==> src/rtl/keygen_mul_pipe_param.sv <==
// rtl/keygen_mul_pipe_param.sv - parametrised pipelined multiplier / multiply-accumulate
//
// Purpose: keygen datapath multiplier with configurable operand widths, signedness,
// pipeline depth and optional accumulation in the final stage. A valid bit travels
// alongside the data; ce freezes the whole pipeline.
//
// Ports:
//   clk        in   clock, rising edge
//   reset_n    in   asynchronous active-low reset
//   ce         in   clock enable, 0 holds every pipeline register
//   in_valid   in   din0/din1/acc_clr valid this cycle
//   acc_clr    in   (ACC_EN=1) restart the accumulator with this sample's product
//   din0       in   multiplicand, DIN0_WIDTH bits
//   din1       in   multiplier, DIN1_WIDTH bits
//   out_valid  out  dout carries a new result
//   dout       out  product (or running sum when ACC_EN=1), DOUT_WIDTH bits
module keygen_mul_pipe_param #(
    parameter int DIN0_WIDTH  = 13,
    parameter int DIN1_WIDTH  = 8,
    parameter int DOUT_WIDTH  = 13,
    parameter int NUM_STAGE   = 4,
    parameter int DIN0_SIGNED = 1,
    parameter int DIN1_SIGNED = 0,
    parameter int ACC_EN      = 0
) (
    input  logic                  clk,
    input  logic                  reset_n,
    input  logic                  ce,
    input  logic                  in_valid,
    input  logic                  acc_clr,
    input  logic [DIN0_WIDTH-1:0] din0,
    input  logic [DIN1_WIDTH-1:0] din1,
    output logic                  out_valid,
    output logic [DOUT_WIDTH-1:0] dout
);

    localparam int PW = DIN0_WIDTH + DIN1_WIDTH;
    // Multiply wide enough to cover the output so that sign/zero extension of the
    // product falls out of the operand extension.
    localparam int MW = (DOUT_WIDTH > PW) ? DOUT_WIDTH : PW;
    // Entries 0..NS-1 of the data chain are stages 2..NUM_STAGE.
    localparam int NS = NUM_STAGE - 1;

    if (NUM_STAGE < 2 || NUM_STAGE > 8) begin : g_bad_num_stage
        $error("keygen_mul_pipe_param: NUM_STAGE must be in 2..8");
    end
    if (ACC_EN != 0 && NUM_STAGE < 3) begin : g_bad_acc_depth
        $error("keygen_mul_pipe_param: ACC_EN=1 needs NUM_STAGE >= 3");
    end

    // Stage 1: operand capture
    logic [DIN0_WIDTH-1:0] din0_q;
    logic [DIN1_WIDTH-1:0] din1_q;
    logic                  valid1_q;
    logic                  clr1_q;

    always_ff @(posedge clk or negedge reset_n) begin
        if (!reset_n) begin
            din0_q   <= '0;
            din1_q   <= '0;
            valid1_q <= 1'b0;
            clr1_q   <= 1'b0;
        end else if (ce) begin
            valid1_q <= in_valid;
            if (in_valid) begin
                din0_q <= din0;
                din1_q <= din1;
                clr1_q <= acc_clr;
            end
        end
    end

    // Product: each operand extended by its own signedness flag, then multiplied.
    // Only the low DOUT_WIDTH bits are ever observable, so only those are kept.
    logic          sign0;
    logic          sign1;
    logic [MW-1:0] op0_ext;
    logic [MW-1:0] op1_ext;
    logic [DOUT_WIDTH-1:0] prod_d;

    always_comb begin
        sign0   = (DIN0_SIGNED != 0) && din0_q[DIN0_WIDTH-1];
        sign1   = (DIN1_SIGNED != 0) && din1_q[DIN1_WIDTH-1];
        op0_ext = {{(MW-DIN0_WIDTH){sign0}}, din0_q};
        op1_ext = {{(MW-DIN1_WIDTH){sign1}}, din1_q};
        prod_d  = DOUT_WIDTH'(op0_ext * op1_ext);
    end

    // Stages 2..NUM_STAGE: product register, delay registers, optional accumulator.
    logic [DOUT_WIDTH-1:0] src_data [NS];
    logic [NS-1:0]         src_valid;
    logic [NS-1:0]         src_clr;
    logic [DOUT_WIDTH-1:0] data_q   [NS];
    logic [DOUT_WIDTH-1:0] data_d   [NS];
    logic [NS-1:0]         valid_q;
    logic [NS-1:0]         valid_d;
    logic [NS-1:0]         clr_q;
    logic [NS-1:0]         clr_d;

    always_comb begin
        src_data[0]  = prod_d;
        src_valid[0] = valid1_q;
        src_clr[0]   = clr1_q;
        for (int i = 1; i < NS; i++) begin
            src_data[i]  = data_q[i-1];
            src_valid[i] = valid_q[i-1];
            src_clr[i]   = clr_q[i-1];
        end
    end

    always_comb begin
        for (int i = 0; i < NS; i++) begin
            valid_d[i] = src_valid[i];
            data_d[i]  = data_q[i];
            clr_d[i]   = clr_q[i];
            // Bubbles leave data untouched: dout keeps its last value and the
            // accumulator holds.
            if (src_valid[i]) begin
                clr_d[i] = src_clr[i];
                if (ACC_EN != 0 && i == NS - 1) begin
                    data_d[i] = src_clr[i] ? src_data[i] : data_q[i] + src_data[i];
                end else begin
                    data_d[i] = src_data[i];
                end
            end
        end
    end

    always_ff @(posedge clk or negedge reset_n) begin
        if (!reset_n) begin
            for (int i = 0; i < NS; i++) begin
                data_q[i] <= '0;
            end
            valid_q <= '0;
            clr_q   <= '0;
        end else if (ce) begin
            for (int i = 0; i < NS; i++) begin
                data_q[i] <= data_d[i];
            end
            valid_q <= valid_d;
            clr_q   <= clr_d;
        end
    end

    assign dout      = data_q[NS-1];
    assign out_valid = valid_q[NS-1];

endmodule

==> config.mk <==
export PLATFORM = sky130hd
export DESIGN_NAME = keygen_mul_pipe_param
export DESIGN_NICKNAME = d
export VERILOG_FILES = /design/src/rtl/keygen_mul_pipe_param.sv
export SDC_FILE = /design/constraint.sdc
export NUM_CORES = 1
export LEC_CHECK = 0
export ABC_AREA = 1
export CAP_MARGIN = 10
export CORE_AREA = 2 2 118 97
export DETAILED_ROUTE_END_ITERATION = 6
export DIE_AREA = 0 0 120 99
export PLACE_DENSITY_LB_ADDON = 0.08
export SYNTH_ARGS = -nofsm -noshare
export SYNTH_HDL_FRONTEND = slang
export SYNTH_SLANG_ARGS = --single-unit
==> constraint.sdc <==
create_clock -name clk -period 5.3 [get_ports clk]
set_input_delay 1.06 -clock clk [delete_from_list [all_inputs] [get_ports clk]]
set_output_delay 1.06 -clock clk [all_outputs]
set_load 0.01 [all_outputs]
[After elaboration in Yosys (flattened, before gate mapping)]
Index checks and enable logic that the tools add are counted.
Operators by class
  reduce and logical (&&, ||, !) cells: 4
  multipliers: 1
Operator list (count)
  13-bit by 9-bit multiplier with 13-bit output: 1
  2-bit AND reduction: 4
Word-level totals
  flip-flop bits (word level): 64
  logic and storage cells: 12
  input bits: 26
  output and inout bits: 14

[Logic depth before layout (Yosys ltp)]
Gate-level depths: netlist of run 1.
  word-level depth: 1
  mapped depth: 22
  depth with buffers taken out: 21

[Worst setup path after synthesis of run 1]
OpenSTA, ideal clock, no wires.
  path type: reg2reg
  from: register din1_q[2]
  to: register data_q[36] (netlist name)
  slack: 1.206 ns
  clock period less this slack: 4.094 ns
  arrival: 3.968 ns
  path buffers: 1
  library setup time: 0.126 ns
  data required time: 5.174 ns
  stages on the path, launching flop included: 19
  cell sequence: dfrtp_1 > clkbuf_1 > nand2_1 > fa_1 > inv_1 > fa_1 > inv_1 > fa_1 > fa_1 > inv_1 > ha_1 > inv_1 > o21ai_2 > nand2_1 > nand2_1 > a21oi_1 > or2_2 > nand3_1 > o21ai_0
On the way
  longest elaborated chain between the ends: 1
RTL lines
  start: declaration: line 53  | logic [DIN1_WIDTH-1:0] din1_q;
  start signal: assignment: line 67  | din1_q <= din1;
  13-bit by 9-bit multiplier with 13-bit output: line 86  | prod_d = DOUT_WIDTH'(op0_ext * op1_ext);
  end signal: indexed assignment: line 138  | data_q[i] <= data_d[i];
  end: declaration: line 93  | logic [DOUT_WIDTH-1:0] data_q [NS];
No other way between the ends.
A chain may end at the register's enable or synchronous reset.

[Worst setup path after layout of run 1]
Ends and elaborated chain as after synthesis.

==> out/summary.txt, run 1 <==
Largest net degree at the start of global routing -> 38
Worst hold path class -> reg2reg
Area fraction of the dominant cell type after synthesis -> 0.339
Die area -> 11900 sq um
Critical-path top delay cell -> dfrtp_1
Fin. Hold Viols -> 0
Cts repair resizes -> 0
Setup_tns -> 0 ps
Vias post-DR -> 3245
DRT antenna net count -> 0
Top_reg_cell synth -> dfrtp_1
Std-Cell Rows -> 34
Largest family of logic cells by synthesized area -> adder cells
Critical path's largest stage delay -> 640 ps
CP cell instances -> nand2_1 > fa_1 > inv_1 > fa_1 > inv_1 > fa_1 > fa_1 > inv_1 > ha_1 > inv_1 > o21ai_2 > nand2_1 > nand2_1 > a21oi_1 > or2_2 > nand3_1 > o21ai_0
Diodes inserted -> 0
DP HPWL -> 6880 microns
Clock latency on the worst-skew pair -> 330 ps
Crit end category -> register
Element type at the critical path start -> register
Design Area, Final -> 5380 sq um
R2R cell count -> 17
Wire length on met3 -> 431 microns
Hold Buf Count CTS -> 0
I/O Buffers -> 38
Register-to-register setup slack -> 890 ps
Final Non-Filler Cells -> 694
Synth area leaders -> dfrtp_1 (34%), fa_1 (18%), nand2_1 (10%), inv_1 (9.5%), mux2_2 (7.6%)
DR WL/cell -> 12.9 microns
Num CTS Buffers -> 9
Outcome -> completed
Syn Std Cell Area -> 4730 sq um
IO Pins -> 40
Count leader, synth -> nand2_1
# Max-Cap Violations -> 0
Syn_nets -> 625
DRT Pass-1 Iters -> 4
Clock-pin transition on the worst setup and hold timing paths -> 60 ps
Synth Register Bits -> 64
RR Startpoint -> din1_q[2]
Gr usage total -> 0.175
Vias in the first global route -> 3516
Average size of a mapped cell -> 8.89 sq um
Nets -> 638
RSZ-0062 raised after global routing -> false
Fmax -> 0.227 GHz
Final period utilization -> 0.832
Starting Density -> 0.443
Placed Instances -> 678
Final Wtd Congestion -> 0.805
DR DRC count -> 0
Clk sinks -> 64
Layout area overhead -> 13.8%
Dpl ws -> 861 ps
Global route overflow -> 0
Hold path depth -> 2
Post-synthesis xor/xnor area fraction -> 0.00741
Top Layer Used -> met4
Post-route core utilization -> 0.504
CP required -> 5480 ps
Synth unique cells -> 27
Htree depth -> 3
First-pass GRT wire length -> 16100 microns
Met2 wire len -> 4170 microns
R2r endpoint -> data_q[36]
Layout cells sized above 1 -> 0.109
Initial DRC Count -> 138
Crit-path max FO -> 13
Postcts setup bufs -> 0
Final worst slack -> 890 ps
TritonCTS clock tree -> done
DIE HEIGHT -> 99 microns
Initial antenna violation count -> 0
Worst Tran Pin Value -> 1030 ps
Hold Path Origin -> dout[11]
Post-route clock skew -> 5.87 ps
Post-synth EDFFs -> 0
Sequential-to-total area share from yosys stat -> 0.339
Met1 WL -> 4190 microns
Setup violations, final -> 0
Pwr dens -> 628 nW/um^2
Post-Synth Adder-Cell Area -> 0.244
VDD IR max -> 0.386 mV
Most frequent cells after synthesis -> nand2_1 (130), inv_1 (120), dfrtp_1 (64), fa_1 (42), mux2_2 (32)
Synthesized netlist cell count -> 532
Post-synthesis simple-gate area fraction -> 0.140
Fin. max-slew vios -> 0
Synth Area in Compound Gates -> 0.0505
Mux contribution to synthesized area -> 0.0762
DIE WIDTH -> 120 microns
Relative slew margins -> 0.312
Via density -> 4.68
DRT Wirelength -> 8970 microns
Critical path class -> reg2reg
Endpoint, Worst Hold -> dout[11]
Async SR Flop Fraction -> 1.00
Core area -> 10700 sq um
Synth warn -> 0
Dominant cell type by area after synthesis -> dfrtp_1
Placed Area -> 5070 sq um
Longest Clk Path Bufs -> 2
Static leakage -> 2.87 nW
CP Data Arrival Time -> 4600 ps
Crit path time final -> 4410 ps
Clock Root Buffer -> clkbuf_16
cell type report:
class,count,area (sq um)
clock buffers,13,250
clock inverters,3,65.1
fillers,1015,5290
inverters,121,454
multi-input cells,310,2450
flip-flops and latches,64,1600
well taps,144,180
repair buffers,39,383
logic make-up (layout without fill, tap and decap cells):
family	count (synthesis)	in the layout
AND/OR/NAND/NOR	162	162
buffers and inverters	158	176
adder cells (fa/ha/maj)	67	67
flip-flops	64	64
AO/OA/AOI/OAI	45	45
multiplexers	32	32
XOR/XNOR	4	4
routing by layer:
metal | global-route usage | vias up
li1 | - | 1604
met1 | 0.230 | 1556
met2 | 0.284 | 70
met3 | 0.0422 | 15
met4 | 0.0588 | 0
met5 | 0 | -
through the flow:
| step | power (mW) | hold slack (ps) |
|---|---|---|
| 4_1_cts | 3.44 | 490 |
| 5_1_grt | 3.82 | 513 |
| 6_report | 3.38 | 482 |
| 2_1_floorplan | 2.37 | 449 |
| 3_3_place_gp | 2.76 | 471 |
| 3_5_place_dp | 2.78 | 476 |
worst max path at each step:
stage               from    endpoint  slack (ps)  depth (start not counted)
4_1_cts        din1_q[0]  data_q[36]         850                         17
3_5_place_dp   din1_q[0]  data_q[36]         860                         17
6_report       din1_q[2]  data_q[36]         890                         17
5_1_grt        din1_q[0]  data_q[36]         570                         17
2_1_floorplan  din1_q[2]  data_q[36]        1210                         18
3_3_place_gp   din1_q[0]  data_q[36]         920                         17
layout by cell type, fill, tap and decap left out:
cell	synthesis	layout
nand3_1	15	15
or2_2	2	2
a21oi_1	11	11
nand2_2	6	6
buf_2	7	1
mux2_2	32	32
o311ai_1	1	1
o21ai_0	28	28
bufinv_16	0	2
a31o_2	1	1
ha_1	25	25
nand3_2	1	1
clkbuf_8	0	1
clkinv_2	0	1
nand2_4	1	1
o22ai_1	2	2
clkbuf_16	0	9
o21ai_2	1	1
inv_2	1	1
clkdlybuf4s50_1	0	37
nor2_1	6	6
nor3_1	1	1
xnor2_1	4	4
o21ai_1	1	1
dfrtp_1	64	64
clkbuf_1	11	3
nand2_1	130	130
inv_1	120	120
buf_4	16	1
fa_1	42	42
state kept, by name, indices dropped and copies added (netlist names):
name / cells
dout: 13
din0_q: 13
valid_q: 3
valid1_q: 1
data_q: 26
din1_q: 8
worst max-delay path, delay by kind of cell, from the launching register on:
family | cells | cell delay (ps)
DFF | 1 | 640
and+or+nand+nor | 5 | 660
AOI/OAI and AO/OA | 3 | 360
adders and majority gates | 5 | 2390
buffers and inverters | 4 | 210
report_power, final:
group	leakage, nW	internal (mW)	switching, mW
Combinational	1.93	0.861	1.12
Sequential	0.786	0.647	0.126
Clock	0.154	0.424	0.203
Note: power is estimated with default switching activity, not from simulation.
==> run 2: changes to the inputs <==
- clock period: 5.3 -> 4 ns (I/O delays scaled with it)
==> run 2 against run 1 <==
Effect of this change: register-to-register slack lost 820 ps; first-iteration DRC count down 35%; global-route usage is 0.99 points higher; design area rose by 14%; clock skew up 0.75 ps.
==> out/summary.txt, run 2 (synthesized netlist as in run 1, its figures left out) <==
Outcome -> completed
Std-Cell Rows -> 34 (unchanged)
Register Area -> 1620 sq um (+0.94%)
Layout cells sized above 1 -> 0.294 (+0.185)
Layout area overhead -> 29.4%
TritonCTS clock tree -> done
Num CTS Buffers -> 9 (unchanged)
Fmax -> 0.254 GHz (+12%)
Clk sinks -> 64 (unchanged)
Gr usage total -> 0.184 (+0.00986)
Clock latency on the worst-skew pair -> 330 ps (about the same)
Element type at the critical path start -> register
Largest net degree at the start of global routing -> 46 (+21%)
Bufs and invs on worst path -> 5 (+1)
Starting Density -> 0.443 (unchanged)
Static leakage -> 3.17 nW (+10%)
VDD IR max -> 0.619 mV (+60%)
Max FFs per register -> 26 (unchanged)
Via density -> 4.64 (-0.78%)
Setup_tns -> 0 ps (unchanged)
Htree depth -> 3 (unchanged)
Fin. max-slew vios -> 0 (unchanged)
Crit-path max FO -> 5 (-8)
Register-to-register setup slack -> 70 ps (-820 ps)
Final Wtd Congestion -> 0.823 (+2.2%)
DP HPWL -> 7490 microns (+8.8%)
Longest Clk Path Bufs -> 2 (unchanged)
Dpl ws -> -134 ps (-995 ps)
Placed Area -> 5320 sq um (+5.0%)
Worst path top cell family by delay -> adder cells
Final period utilization -> 0.983 (+0.151)
Largest register by flop count -> data_q
R2R cell count -> 14 (-3)
# Max-Cap Violations -> 0 (unchanged)
RR Startpoint -> din1_q[0]
Global route overflow -> 0 (unchanged)
Vias post-DR -> 3475 (+7.1%)
DRT Wirelength -> 10200 microns (+13%)
Relative slew margins -> 0.318 (+0.00545)
Worst hold path class -> in2async
RSZ-0062 raised after global routing -> true
DIE WIDTH -> 120 microns (unchanged)
DR DRC count -> 0 (unchanged)
Initial antenna violation count -> 0 (unchanged)
Diodes inserted -> 0 (unchanged)
R2r endpoint -> data_q[37]
Die area -> 11900 sq um (unchanged)
First-pass GRT wire length -> 17300 microns (+7.2%)
Hold Buf Count CTS -> 0 (unchanged)
Critical path class -> reg2reg
Core area -> 10700 sq um (unchanged)
DR WL/cell -> 13.6 microns (+5.1%)
Crit end category -> register
Placed Instances -> 712 (+5.0%)
Worst Tran Pin Value -> 1020 ps (-8.15 ps)
Most frequent cells in the layout -> nand2_1 (117), inv_1 (104), dfrtp_1 (52)
Worst path most repeated cell -> fa_1
Final Non-Filler Cells -> 749 (+7.9%)
CP required -> 4200 ps (-1280 ps)
Multi-input logic area -> 2670 sq um (+9.1%)
Clock Root Buffer -> clkbuf_16
Post-route clock skew -> 6.62 ps (+0.748 ps)
Vias in the first global route -> 3652 (+3.9%)
Pwr dens -> 967 nW/um^2 (+54%)
CP Data Arrival Time -> 4140 ps (-460 ps)
DRT antenna net count -> 0 (unchanged)
Final worst slack -> 68.1 ps (-822 ps)
Fin. Hold Viols -> 0 (unchanged)
Design Area, Final -> 6120 sq um (+14%)
Initial DRC Count -> 90 (-35%)
DRT Pass-1 Iters -> 4 (unchanged)
I/O Buffers -> 38 (unchanged)
Setup violations, final -> 0 (unchanged)
Commonest non-fill, non-tap cell in the layout -> nand2_1
Critical path's largest stage delay -> 570 ps (-70 ps)
Post-route core utilization -> 0.573 (+0.0691)
Clock-pin transition on the worst setup and hold timing paths -> 50 ps (about the same)
CP cell instances -> buf_6 > nand2_4 > fa_1 > inv_2 > fa_1 > fa_1 > inv_2 > fa_1 > inv_2 > ha_4 > clkinvlp_4 > o311ai_4 > xnor2_2 > o21ai_1
IO Pins -> 40 (unchanged)
Nets -> 694 (+8.8%)
Critical-path top delay cell -> fa_1
DIE HEIGHT -> 99 microns (unchanged)
Filler Cell Count -> 956 (-5.8%)
Crit path time final -> 3930 ps (-478 ps)
## run 2: cell count changes in the layout (fill, tap and decap cells not counted), sizes merged
cell      before  now
buf            2   58
clkbuf        13   12
clkinvlp       0    1
inv          121  120
## run 2: layout make-up
type                    count  area share
inverters                 121      0.0752
clock inverters             3      0.0106
clock buffers              12      0.0419
repair buffers             95       0.142
flip-flops and latches     64       0.264
multi-input cells         310       0.437
well taps                 144      0.0294
## run 2: what timing repair did
item / in CTS / in global routing
buffers inserted: 1 / 21
pin swaps: 3 / 49
setup endpoints to repair: 4 / 5
resized for setup: 15 / 65
## run 2: metrics by stage
| stage | total power [mW] | hold slack, ps |
|---|---|---|
| 3_3_place_gp | 3.94 | 472 |
| 3_5_place_dp | 3.99 | 475 |
| 4_1_cts | 5.00 | 458 |
| 6_report | 5.92 | 441 |
| 5_1_grt | 6.50 | 487 |
| 2_1_floorplan | 3.14 | 449 |
## run 2: worst reg2reg max path: stages, from the launching register on
cell and delay [ps]:
dfrtp_2 390, buf_6 130, nand2_4 50, fa_1 570, inv_2 60, fa_1 460
fa_1 570, inv_2 40, fa_1 490, inv_2 50, ha_4 290, clkinvlp_4 140
o311ai_4 340, xnor2_2 150, o21ai_1 80
## run 2: worst max path at each step
stage	from	end	slack, ps	cells past startpoint
after global placement	din1_q[2]	data_q[37]	-90	14
after global routing	din0_q[6]	data_q[37]	-90	17
after detailed placement	din1_q[2]	data_q[36]	-130	17
after floorplan	din1_q[2]	data_q[36]	20	18
final	din1_q[0]	data_q[37]	70	14
after CTS	din1_q[2]	data_q[36]	-10	17
## run 2: report_power, final
| part | leakage, nW | total (mW) | switching (mW) | internal (mW) |
|---|---|---|---|---|
| Combinational | 2.23 | 4.08 | 2.09 | 1.99 |
| Sequential | 0.774 | 0.994 | 0.132 | 0.862 |
| Clock | 0.159 | 0.846 | 0.271 | 0.575 |
| Total | 3.17 | 5.92 | 2.50 | 3.42 |
## run 2: per-layer routing
metal,part of all wire,GRT usage,vias up
li1,-,-,1713
met1,0.47,0.254,1692
met2,0.48,0.299,54
met3,0.036,0.0353,16
met4,0.017,0.0507,0
met5,0,0,-
